==> config.mk <==
export PLATFORM = sky130hd
export DESIGN_NAME = avalon_cpu_bridge_flat
export DESIGN_NICKNAME = d
export VERILOG_FILES = /design/src/rtl/avalon_cpu_bridge_pkg.sv /design/src/rtl/avalon_cpu_bridge_if.sv /design/src/rtl/avalon_wait_timer.sv /design/src/rtl/avalon_cpu_bridge.sv /design/src/flat_wrapper.sv
export SDC_FILE = /design/constraint.sdc
export NUM_CORES = 1
export LEC_CHECK = 0
export CAP_MARGIN = 10
export CORE_MARGIN = 5
export CORE_UTILIZATION = 38
export CTS_CLUSTER_SIZE = 40
export DETAILED_ROUTE_END_ITERATION = 8
export PLACE_DENSITY = 0.83
export REMOVE_ABC_BUFFERS = 1
export SKIP_CTS_REPAIR_TIMING = 1
export SLEW_MARGIN = 30
export SYNTH_ARGS = -nofsm -noshare
export SYNTH_HDL_FRONTEND = slang
export SYNTH_HIERARCHICAL = 1
export SYNTH_SLANG_ARGS = --single-unit
export TNS_END_PERCENT = 100
==> constraint.sdc <==
create_clock -name clk -period 2 [get_ports clk]
set_input_delay 0.4 -clock clk [delete_from_list [all_inputs] [get_ports clk]]
set_output_delay 0.4 -clock clk [all_outputs]
set_load 0.02 [all_outputs]
==> src/rtl/avalon_cpu_bridge_pkg.sv <==
// Shared types and constants for the CPU-to-Avalon bridge.
package avalon_bridge_pkg;

  // Bridge sequencing states; one CPU step walks IDLE..COMMIT.
  typedef enum logic [2:0] {
    ST_IDLE,
    ST_FETCH,
    ST_DECIDE,
    ST_DATA_RD,
    ST_DATA_WR,
    ST_COMMIT
  } bridge_state_t;

  // Wide all-ones constant; users slice it down to their byte-enable width.
  localparam int unsigned MAX_BE_W    = 128;
  localparam logic [MAX_BE_W-1:0] BE_ALL_ONES = '1;

endpackage

==> src/rtl/avalon_cpu_bridge_if.sv <==
// Avalon-MM master/slave signal bundle used between the bridge and the bus fabric.
interface avalon_cpu_bridge_if #(
  parameter int ADDR_W = 32,
  parameter int DATA_W = 32
);
  localparam int BE_W = DATA_W / 8;

  logic [ADDR_W-1:0] address;
  logic              read;
  logic              write;
  logic [BE_W-1:0]   byteenable;
  logic [DATA_W-1:0] writedata;
  logic [DATA_W-1:0] readdata;
  logic              waitrequest;

  modport master (
    output address, read, write, byteenable, writedata,
    input  readdata, waitrequest
  );

  modport slave (
    input  address, read, write, byteenable, writedata,
    output readdata, waitrequest
  );
endinterface

==> src/rtl/avalon_wait_timer.sv <==
// Counts consecutive stalled cycles of one bus command and flags the cycle on
// which the stall limit is hit. TIMEOUT = 0 disables the limit entirely.
module avalon_wait_timer #(
  parameter int unsigned TIMEOUT = 255
) (
  input  logic clk,
  input  logic reset,
  input  logic start,
  input  logic busy,
  output logic expired
);
  localparam int unsigned CNT_W   = (TIMEOUT > 0) ? $clog2(TIMEOUT + 1) : 1;
  localparam int unsigned LAST    = (TIMEOUT > 0) ? TIMEOUT - 1 : 0;
  localparam bit          ENABLED = (TIMEOUT != 0);

  logic [CNT_W-1:0] count;

  // Clear on each new command, advance on every stalled cycle.
  always_ff @(posedge clk) begin
    if (!reset) begin
      count <= '0;
    end else if (start) begin
      count <= '0;
    end else if (busy && ENABLED) begin
      count <= count + 1'b1;
    end
  end

  // The stall that brings the count to TIMEOUT is the one that aborts.
  assign expired = ENABLED & busy & (count == LAST[CNT_W-1:0]);

endmodule

==> src/rtl/avalon_cpu_bridge.sv <==
// Serialises the core's fetch and optional load/store onto one Avalon-MM
// master, stalling the core until the whole step has completed.
//
// state      | meaning
// -----------+--------------------------------------------------------
// ST_IDLE    | waiting for active; launches the instruction fetch
// ST_FETCH   | fetch read on the bus, held until accepted or timed out
// ST_DECIDE  | core decodes instr_readdata; pick load, store or none
// ST_DATA_RD | load read on the bus
// ST_DATA_WR | store write on the bus
// ST_COMMIT  | cpu_enable high for this single cycle
module avalon_cpu_bridge
  import avalon_bridge_pkg::*;
#(
  parameter int          ADDR_W  = 32,
  parameter int          DATA_W  = 32,
  parameter int unsigned TIMEOUT = 255
) (
  input  logic                clk,
  input  logic                reset,
  input  logic                active,
  output logic                cpu_enable,
  input  logic [ADDR_W-1:0]   instr_address,
  output logic [DATA_W-1:0]   instr_readdata,
  input  logic [ADDR_W-1:0]   data_address,
  input  logic                data_read,
  input  logic                data_write,
  input  logic [DATA_W/8-1:0] data_byteenable,
  input  logic [DATA_W-1:0]   data_writedata,
  output logic [DATA_W-1:0]   data_readdata,
  output logic                bus_error,
  avalon_cpu_bridge_if.master bus
);
  localparam int BE_W = DATA_W / 8;
  localparam logic [BE_W-1:0] BE_ALL = BE_ALL_ONES[BE_W-1:0];

  bridge_state_t state;
  logic          cmd_start;
  logic          cmd_busy;
  logic          cmd_done;
  logic          cmd_expired;

  // A command launches out of IDLE (fetch) or DECIDE (exactly one data request).
  assign cmd_start = ((state == ST_IDLE) & active)
                   | ((state == ST_DECIDE) & (data_read ^ data_write));
  assign cmd_busy  = (bus.read | bus.write) & bus.waitrequest;
  assign cmd_done  = (bus.read | bus.write) & ~bus.waitrequest;

  avalon_wait_timer #(
    .TIMEOUT (TIMEOUT)
  ) u_wait_timer (
    .clk     (clk),
    .reset   (reset),
    .start   (cmd_start),
    .busy    (cmd_busy),
    .expired (cmd_expired)
  );

  // Step sequencer; every bus and core-facing output is a register here.
  always_ff @(posedge clk) begin
    if (!reset) begin
      state          <= ST_IDLE;
      bus.read       <= 1'b0;
      bus.write      <= 1'b0;
      bus.address    <= '0;
      bus.byteenable <= BE_ALL;
      bus.writedata  <= '0;
      instr_readdata <= '0;
      data_readdata  <= '0;
      cpu_enable     <= 1'b0;
      bus_error      <= 1'b0;
    end else begin
      case (state)
        ST_IDLE: begin
          if (active) begin
            bus.address    <= instr_address;
            bus.byteenable <= BE_ALL;
            bus.read       <= 1'b1;
            state          <= ST_FETCH;
          end
        end
        ST_FETCH: begin
          if (cmd_done || cmd_expired) begin
            instr_readdata <= cmd_done ? bus.readdata : '0;
            bus.read       <= 1'b0;
            if (cmd_expired) bus_error <= 1'b1;
            state          <= ST_DECIDE;
          end
        end
        ST_DECIDE: begin
          case ({data_read, data_write})
            2'b10: begin
              bus.address    <= data_address;
              bus.byteenable <= data_byteenable;
              bus.read       <= 1'b1;
              state          <= ST_DATA_RD;
            end
            2'b01: begin
              bus.address    <= data_address;
              bus.byteenable <= data_byteenable;
              bus.writedata  <= data_writedata;
              bus.write      <= 1'b1;
              state          <= ST_DATA_WR;
            end
            2'b11: begin
              // Conflicting request: flag it and skip the data cycle.
              bus_error  <= 1'b1;
              cpu_enable <= 1'b1;
              state      <= ST_COMMIT;
            end
            default: begin
              cpu_enable <= 1'b1;
              state      <= ST_COMMIT;
            end
          endcase
        end
        ST_DATA_RD: begin
          if (cmd_done || cmd_expired) begin
            data_readdata <= cmd_done ? bus.readdata : '0;
            bus.read      <= 1'b0;
            if (cmd_expired) bus_error <= 1'b1;
            cpu_enable    <= 1'b1;
            state         <= ST_COMMIT;
          end
        end
        ST_DATA_WR: begin
          if (cmd_done || cmd_expired) begin
            bus.write  <= 1'b0;
            if (cmd_expired) bus_error <= 1'b1;
            cpu_enable <= 1'b1;
            state      <= ST_COMMIT;
          end
        end
        ST_COMMIT: begin
          cpu_enable <= 1'b0;
          state      <= ST_IDLE;
        end
        default: begin
          cpu_enable <= 1'b0;
          bus.read   <= 1'b0;
          bus.write  <= 1'b0;
          state      <= ST_IDLE;
        end
      endcase
    end
  end

endmodule

==> src/flat_wrapper.sv <==
// flat-port wrapper written by rule: the top's interface ports become plain ports
module avalon_cpu_bridge_flat import avalon_bridge_pkg::*;
#(
  parameter int          ADDR_W  = 32,
  parameter int          DATA_W  = 32,
  parameter int unsigned TIMEOUT = 255
)
  (clk, reset, active, cpu_enable, instr_address, instr_readdata, data_address, data_read, data_write, data_byteenable, data_writedata, data_readdata, bus_error, bus_address, bus_read, bus_write, bus_byteenable, bus_writedata, bus_readdata, bus_waitrequest);
  avalon_cpu_bridge_if #(.ADDR_W(ADDR_W), .DATA_W(DATA_W)) bus_i ();
  input  logic clk;
  input  logic reset;
  input  logic active;
  output logic cpu_enable;
  input  logic [ADDR_W-1:0] instr_address;
  output logic [DATA_W-1:0] instr_readdata;
  input  logic [ADDR_W-1:0] data_address;
  input  logic data_read;
  input  logic data_write;
  input  logic [DATA_W/8-1:0] data_byteenable;
  input  logic [DATA_W-1:0] data_writedata;
  output logic [DATA_W-1:0] data_readdata;
  output logic bus_error;
  output wire logic [$bits(bus_i.address)-1:0] bus_address;
  output wire logic [$bits(bus_i.read)-1:0] bus_read;
  output wire logic [$bits(bus_i.write)-1:0] bus_write;
  output wire logic [$bits(bus_i.byteenable)-1:0] bus_byteenable;
  output wire logic [$bits(bus_i.writedata)-1:0] bus_writedata;
  input wire logic [$bits(bus_i.readdata)-1:0] bus_readdata;
  input wire logic [$bits(bus_i.waitrequest)-1:0] bus_waitrequest;
  assign bus_address = bus_i.address;
  assign bus_read = bus_i.read;
  assign bus_write = bus_i.write;
  assign bus_byteenable = bus_i.byteenable;
  assign bus_writedata = bus_i.writedata;
  assign bus_i.readdata = bus_readdata;
  assign bus_i.waitrequest = bus_waitrequest;
  avalon_cpu_bridge #(.ADDR_W(ADDR_W), .DATA_W(DATA_W), .TIMEOUT(TIMEOUT)) u_core (.clk(clk), .reset(reset), .active(active), .cpu_enable(cpu_enable), .instr_address(instr_address), .instr_readdata(instr_readdata), .data_address(data_address), .data_read(data_read), .data_write(data_write), .data_byteenable(data_byteenable), .data_writedata(data_writedata), .data_readdata(data_readdata), .bus_error(bus_error), .bus(bus_i));
endmodule
Word level (Yosys, flattened, before mapping) --
Cells that the tools add are included.
Storage, ports and cells: output and inout bits 136, register bits 147
Operators by class: add/subtract/negate cells 1, eq/ne operators 21, reduce and logical (&&, ||, !) cells 21, mux-type cells 25, bitwise operators 13
Operators by type and width (count):
- 2-to-1 mux 32 bit | 3
- one-hot mux 32 bit (2 select lines) | 1
- != test 2 x 1 -> 1 bit (second input constant) | 6
- != test 2 bit (second input constant) | 6
- one-hot mux 3 bit (4 select lines) | 1
- AND reduction 3 bit | 4
- OR reduction 2 bit | 6
- 2-to-1 mux 1 bit | 9
- 2-to-1 mux 3 bit | 3
- adder 8 x 1 -> 8 bit (second input constant) | 1
- equality test 8 bit (second input constant) | 1
- 2-to-1 mux 4 bit | 2
- one-hot mux 4 bit (2 select lines) | 1
- AND reduction 4 bit | 2
- equality test 3 x 2 -> 1 bit (second input constant) | 2
- equality test 3 bit (second input constant) | 2
- one-hot mux 1 bit (3 select lines) | 2
- one-hot mux 3 bit (2 select lines) | 1
- AND reduction 2 bit | 3
- AND 1 bit | 5
- inverter 1 bit | 5
- equality test 2 bit (second input constant) | 2
- one-hot mux 1 bit (4 select lines) | 1
- nonzero test 2 bit | 2
- other kinds (9) | 10

Depth between registers and ports, before layout --
word-level depth 6, depth in mapped cells 9, mapped depth without buffers 7

Hierarchy --
The synthesis kept the hierarchy.
Modules (own cells, without submodules):
- avalon_cpu_bridge | instances 1, cells an instance 673, area an instance 5676.7 µm²
- avalon_wait_timer | instances 1, cells an instance 42, area an instance 369.1 µm²

Least setup slack after synthesis --
Ideal clock, no wire load.
path kind flip-flop to flip-flop, start point register u_core.bus.write, end point register u_core.data_readdata[16], arrival 1.965 ns, period minus slack after synthesis 2.098 ns, cell stages (with the launch flop) 10, buffers on the path 2, data required time 1.866 ns, path slack -0.098 ns, cell sequence dfxtp_1 nor2_1 nor2b_1 buf_4 nand4_1 nor2_1 inv_1 a21oi_1 clkbuf_1 o22ai_1
Between the ends: word-level cells in the longest chain between the ends 5
RTL lines:
- from (decl) | line avalon_cpu_bridge_if.sv:17 | output address, read, write, byteenable, writedata,
- from (signal assigned) | line avalon_cpu_bridge.sv:64 | bus.write <= 1'b0;
- from (signal assigned) | line avalon_cpu_bridge.sv:102 | bus.write <= 1'b1;
- from (signal assigned) | line avalon_cpu_bridge.sv:128 | bus.write <= 1'b0;
- bitwise OR 1 bit | line avalon_cpu_bridge.sv:46 | assign cmd_busy = (bus.read | bus.write) & bus.waitrequest;
- AND 1 bit | line avalon_cpu_bridge.sv:46
- net u_core.cmd_busy | line avalon_cpu_bridge.sv:39 | logic cmd_busy;
- AND 1 bit | line avalon_wait_timer.sv:30 | assign expired = ENABLED & busy & (count == LAST[CNT_W-1:0]);
- net u_core.cmd_expired | line avalon_cpu_bridge.sv:41 | logic cmd_expired;
- logical OR 1 bit | line avalon_cpu_bridge.sv:118 | if (cmd_done || cmd_expired) begin
- AND reduction 2 bit (no source line)
- to (signal assigned) | line avalon_cpu_bridge.sv:119 | data_readdata <= cmd_done ? bus.readdata : '0;
- to (decl) | line avalon_cpu_bridge.sv:30 | output logic [DATA_W-1:0] data_readdata,
The timed path passes the listed nets, and every way through them passes these cells. A chain may end at the register's enable or synchronous reset.

Final worst setup path --
start point register u_core.bus.write, end point output port bus_write
RTL lines:
- to (decl) | line flat_wrapper.sv:25 | output wire logic [$bits(bus_i.write)-1:0] bus_write;
No word-level cell between the ends.

==> impl_results.md <==
* Status: finished, final reports clean
* PnR Total Power at 7.51 mW
* Cell Count Post-Placement at 1170
* Post-route cell area at 0.00971 mm2
* CP Cell Sequence: clkdlybuf4s50_1
* Worst slew margin at 66.0%
* Routed WL per cell at 16.9 um
* Die Y-Extent at 136 um
* Leakage at 3.44 nW
* Crit end category: output pin
* Worst path bufs/invs at 1
* Sw Share at 24.5%
* Slew Limit Fails at 0
* HP Class: in2reg
* Startpoint Class: register
* Setup WS pre-CTS at -0.249 ns
* Clock buffer depth at 2
* Detailed Routing Iterations Pass 1 at 5
* EDFF count, synth at 0
* Minimum clock period at 1.92 ns
* 1st-iter DRT viols at 291
* GP Congestion at 0.853
* Hold wc startpoint: reset
* Clock power frac at 44.1%
* Core Rows at 46
* Syn_area_per_cell at 8.46 um2
* Switching power total at 1.84 mW
* First-pass GRT wire length at 31.4 mm
* CTS tree: built
* GR Layer Usage met2 at 34.8%
* Antenna violations before repair at 2
* CTS Buf Count at 17
* Cells after Synth at 715
* Post-synth top flop: dfxtp_1
* Routed WL at 20.3 mm
* Final hold violations at 0
* Total gr overflow at 0
* Final setup violation count at 0
* Fillcell total at 1355
* Fmax at 521 MHz
* Via count at 6382
* Syn-to-layout area delta at 60.6%
* Register area share after synthesis at 48.7%
* Full die area at 0.0185 mm2
* Cell Count, Final, Fillers Out at 1203
* Tightest Pin Transition at 0.509 ns
* Htree depth at 4
* Cell Area, Placed at 0.00908 mm2
* Initial Util at 38.3%
* Maximum VDD drop at 0.712 mV
* FFs w/ async S/R, synth at 0%
* CP peak stage delay at 0.68 ns
* Clock slew at reported path FFs at 0.06 ns
* Port Buffer Count at 273
* FF-to-FF Start: u_core/bus.write
* Insertion delay to the later sink of the worst-skew pair at 0.41 ns
* Crit path max-delay cell type: clkdlybuf4s50_1
* Combinational power share at 14.7%
* Worst Skew at 0.00854 ns
* Final nets at 1118
* Met3 Use GR at 9.84%
* Crit path required time at 1.60 ns
* Clock root cell: clkbuf_16
* Worst EP arrival at 1.52 ns
* Core area at 0.0158 mm2
* Max-Cap Viols at 0
* Grt peak-use layer: met2
* CP top delay family: buffers and inverters
* Synth warnings at 6
* Flops & latches, synth at 147
* Sink Count at 147
* CP max FO at 6
* Share of cells above drive strength 1 at 9.54%
* GRT Total Usage at 21.3%
* RSZ-0062 raised after global routing: false
* Crit path kind: reg2out
* Met1 GRT Util at 24.7%
* CP startpoint: u_core/bus.write
* DP HPWL at 14.6 mm
* Largest net degree at the start of global routing at 33
* Io pins at 274
* Reg power frac at 41.2%
* Unique cell type count in the Yosys netlist at 51
* Post-Syn Area at 0.00605 mm2
* DIE WIDTH at 136 um
* Worst Slack Setup Final at 0.0824 ns
* Via count of the first global-routing pass at 6103
* PD cells at 773 mW/mm2
* Internal cell power at 5.67 mW
* DR vias/cell at 5.31
* # DRC at 0
* Post-route ant nets at 0
* Final period util at 95.9%
## cells by family (layout without fill, tap and decap cells)
kind of cell,Yosys count,count (layout),synth area share [%]
buffers and inverters,78,348,6.44
AO/OA/AOI/OAI,200,200,23.1
other,0,2,0
AND/OR/NAND/NOR,279,279,19.8
XOR/XNOR,4,4,0.580
flip-flops,147,147,48.7
adder cells (fa/ha/maj),7,7,1.45
## cell type report
| class | count | area (um2) | share of cell area (%) |
|---|---|---|---|
| Timing Repair Buffer | 311 | 3110 | 32.0 |
| Sequential cell | 147 | 2940 | 30.3 |
| Multi-Input combinational cell | 490 | 2740 | 28.3 |
| Clock buffer | 20 | 467 | 4.81 |
| Tap cell | 216 | 270 | 2.78 |
| Clock inverter | 11 | 153 | 1.57 |
| Inverter | 6 | 22.5 | 0.232 |
| Antenna cell | 2 | 5.00 | 0.0516 |
## state kept, by name (all words and copies together), names as in the netlist
signal,cells
u_core/bus.address,32
u_core/bus.byteenable,4
u_core/bus.read,1
u_core/bus.write,1
u_core/bus.writedata,32
u_core/bus_error,1
u_core/cpu_enable,1
u_core/data_readdata,32
u_core/instr_readdata,32
u_core/state,3
u_core/u_wait_timer/count,8
## power by group through the flow
stage	combinational, mW	clock [mW]	sequential, mW
3_5_place_dp	1.10	0	3.15
4_1_cts	1.10	3.38	3.09
2_1_floorplan	0.322	0	3.27
3_3_place_gp	1.08	0	3.15
5_1_grt	1.17	3.54	3.10
6_report	1.10	3.31	3.09
## worst register-to-register path: stages, from the launching register on
cell and delay, ns:
dfxtp_1 0.43, nor2_1 0.10, nor2b_1 0.16, nand4_1 0.09, nor2_1 0.14, buf_4 0.17
nand2b_1 0.06, o311a_1 0.13, a2111oi_1 0.40
## per-stage QoR
stage	utilization (%)	TNS [ns]	hold slack [ns]
3_3_place_gp	57.6	-10.73	0.440
3_5_place_dp	57.6	-15.58	0.446
2_1_floorplan	-	-158.32	0.458
6_report	61.6	0	0.358
4_1_cts	61.5	-0.0203	0.341
5_1_grt	61.6	0	0.379
## synthesized netlist by cell type, types with 4 or more instances
cell      instances  share of area [%]
o22ai_1          61                6.3
nand2_1         231                 14
ha_1              7                1.4
buf_2            26                2.2
a311oi_2          9                2.2
nor2_1           10               0.62
inv_1             6               0.37
a21oi_1          39                3.2
nor2b_1           5               0.52
dfxtp_1         147                 49
o21ai_0           9               0.74
or3_1             4               0.41
nand4_1           4               0.41
nor4bb_1          5               0.83
a31oi_1          38                3.9
nand2b_1          4               0.41
clkbuf_1         33                2.0
a311oi_1         23                3.3
buf_6             7                1.3
## metal layers
metal,up-vias,part of all wire (%)
met4,0,2.4
met2,311,48
met1,2984,39
met5,-,0
met3,39,11
li1,3048,-
## final timing paths
kind / slack [ns] / depth (start not counted) / end
max reg2reg: 0.20 / 8 / u_core/state[0]
min reg2reg: 0.45 / 2 / u_core/bus.writedata[4]
max: 0.08 / 1 / bus_write
min: 0.36 / 2 / u_core/bus.byteenable[2]
## layout by cell type, fill, tap and decap left out, types with 5 or more instances in the layout
master / instances
clkbuf_16: 17
clkinv_4: 5
ha_1: 7
nand2_1: 231
a311oi_2: 9
a21oi_1: 38
buf_12: 7
dfxtp_1: 147
o21ai_0: 9
inv_1: 5
a311oi_1: 23
nor2_1: 9
a31oi_1: 38
o22ai_1: 61
buf_4: 32
clkdlybuf4s50_1: 271
nor2b_1: 5
Power figures use the tool's default switching activity.
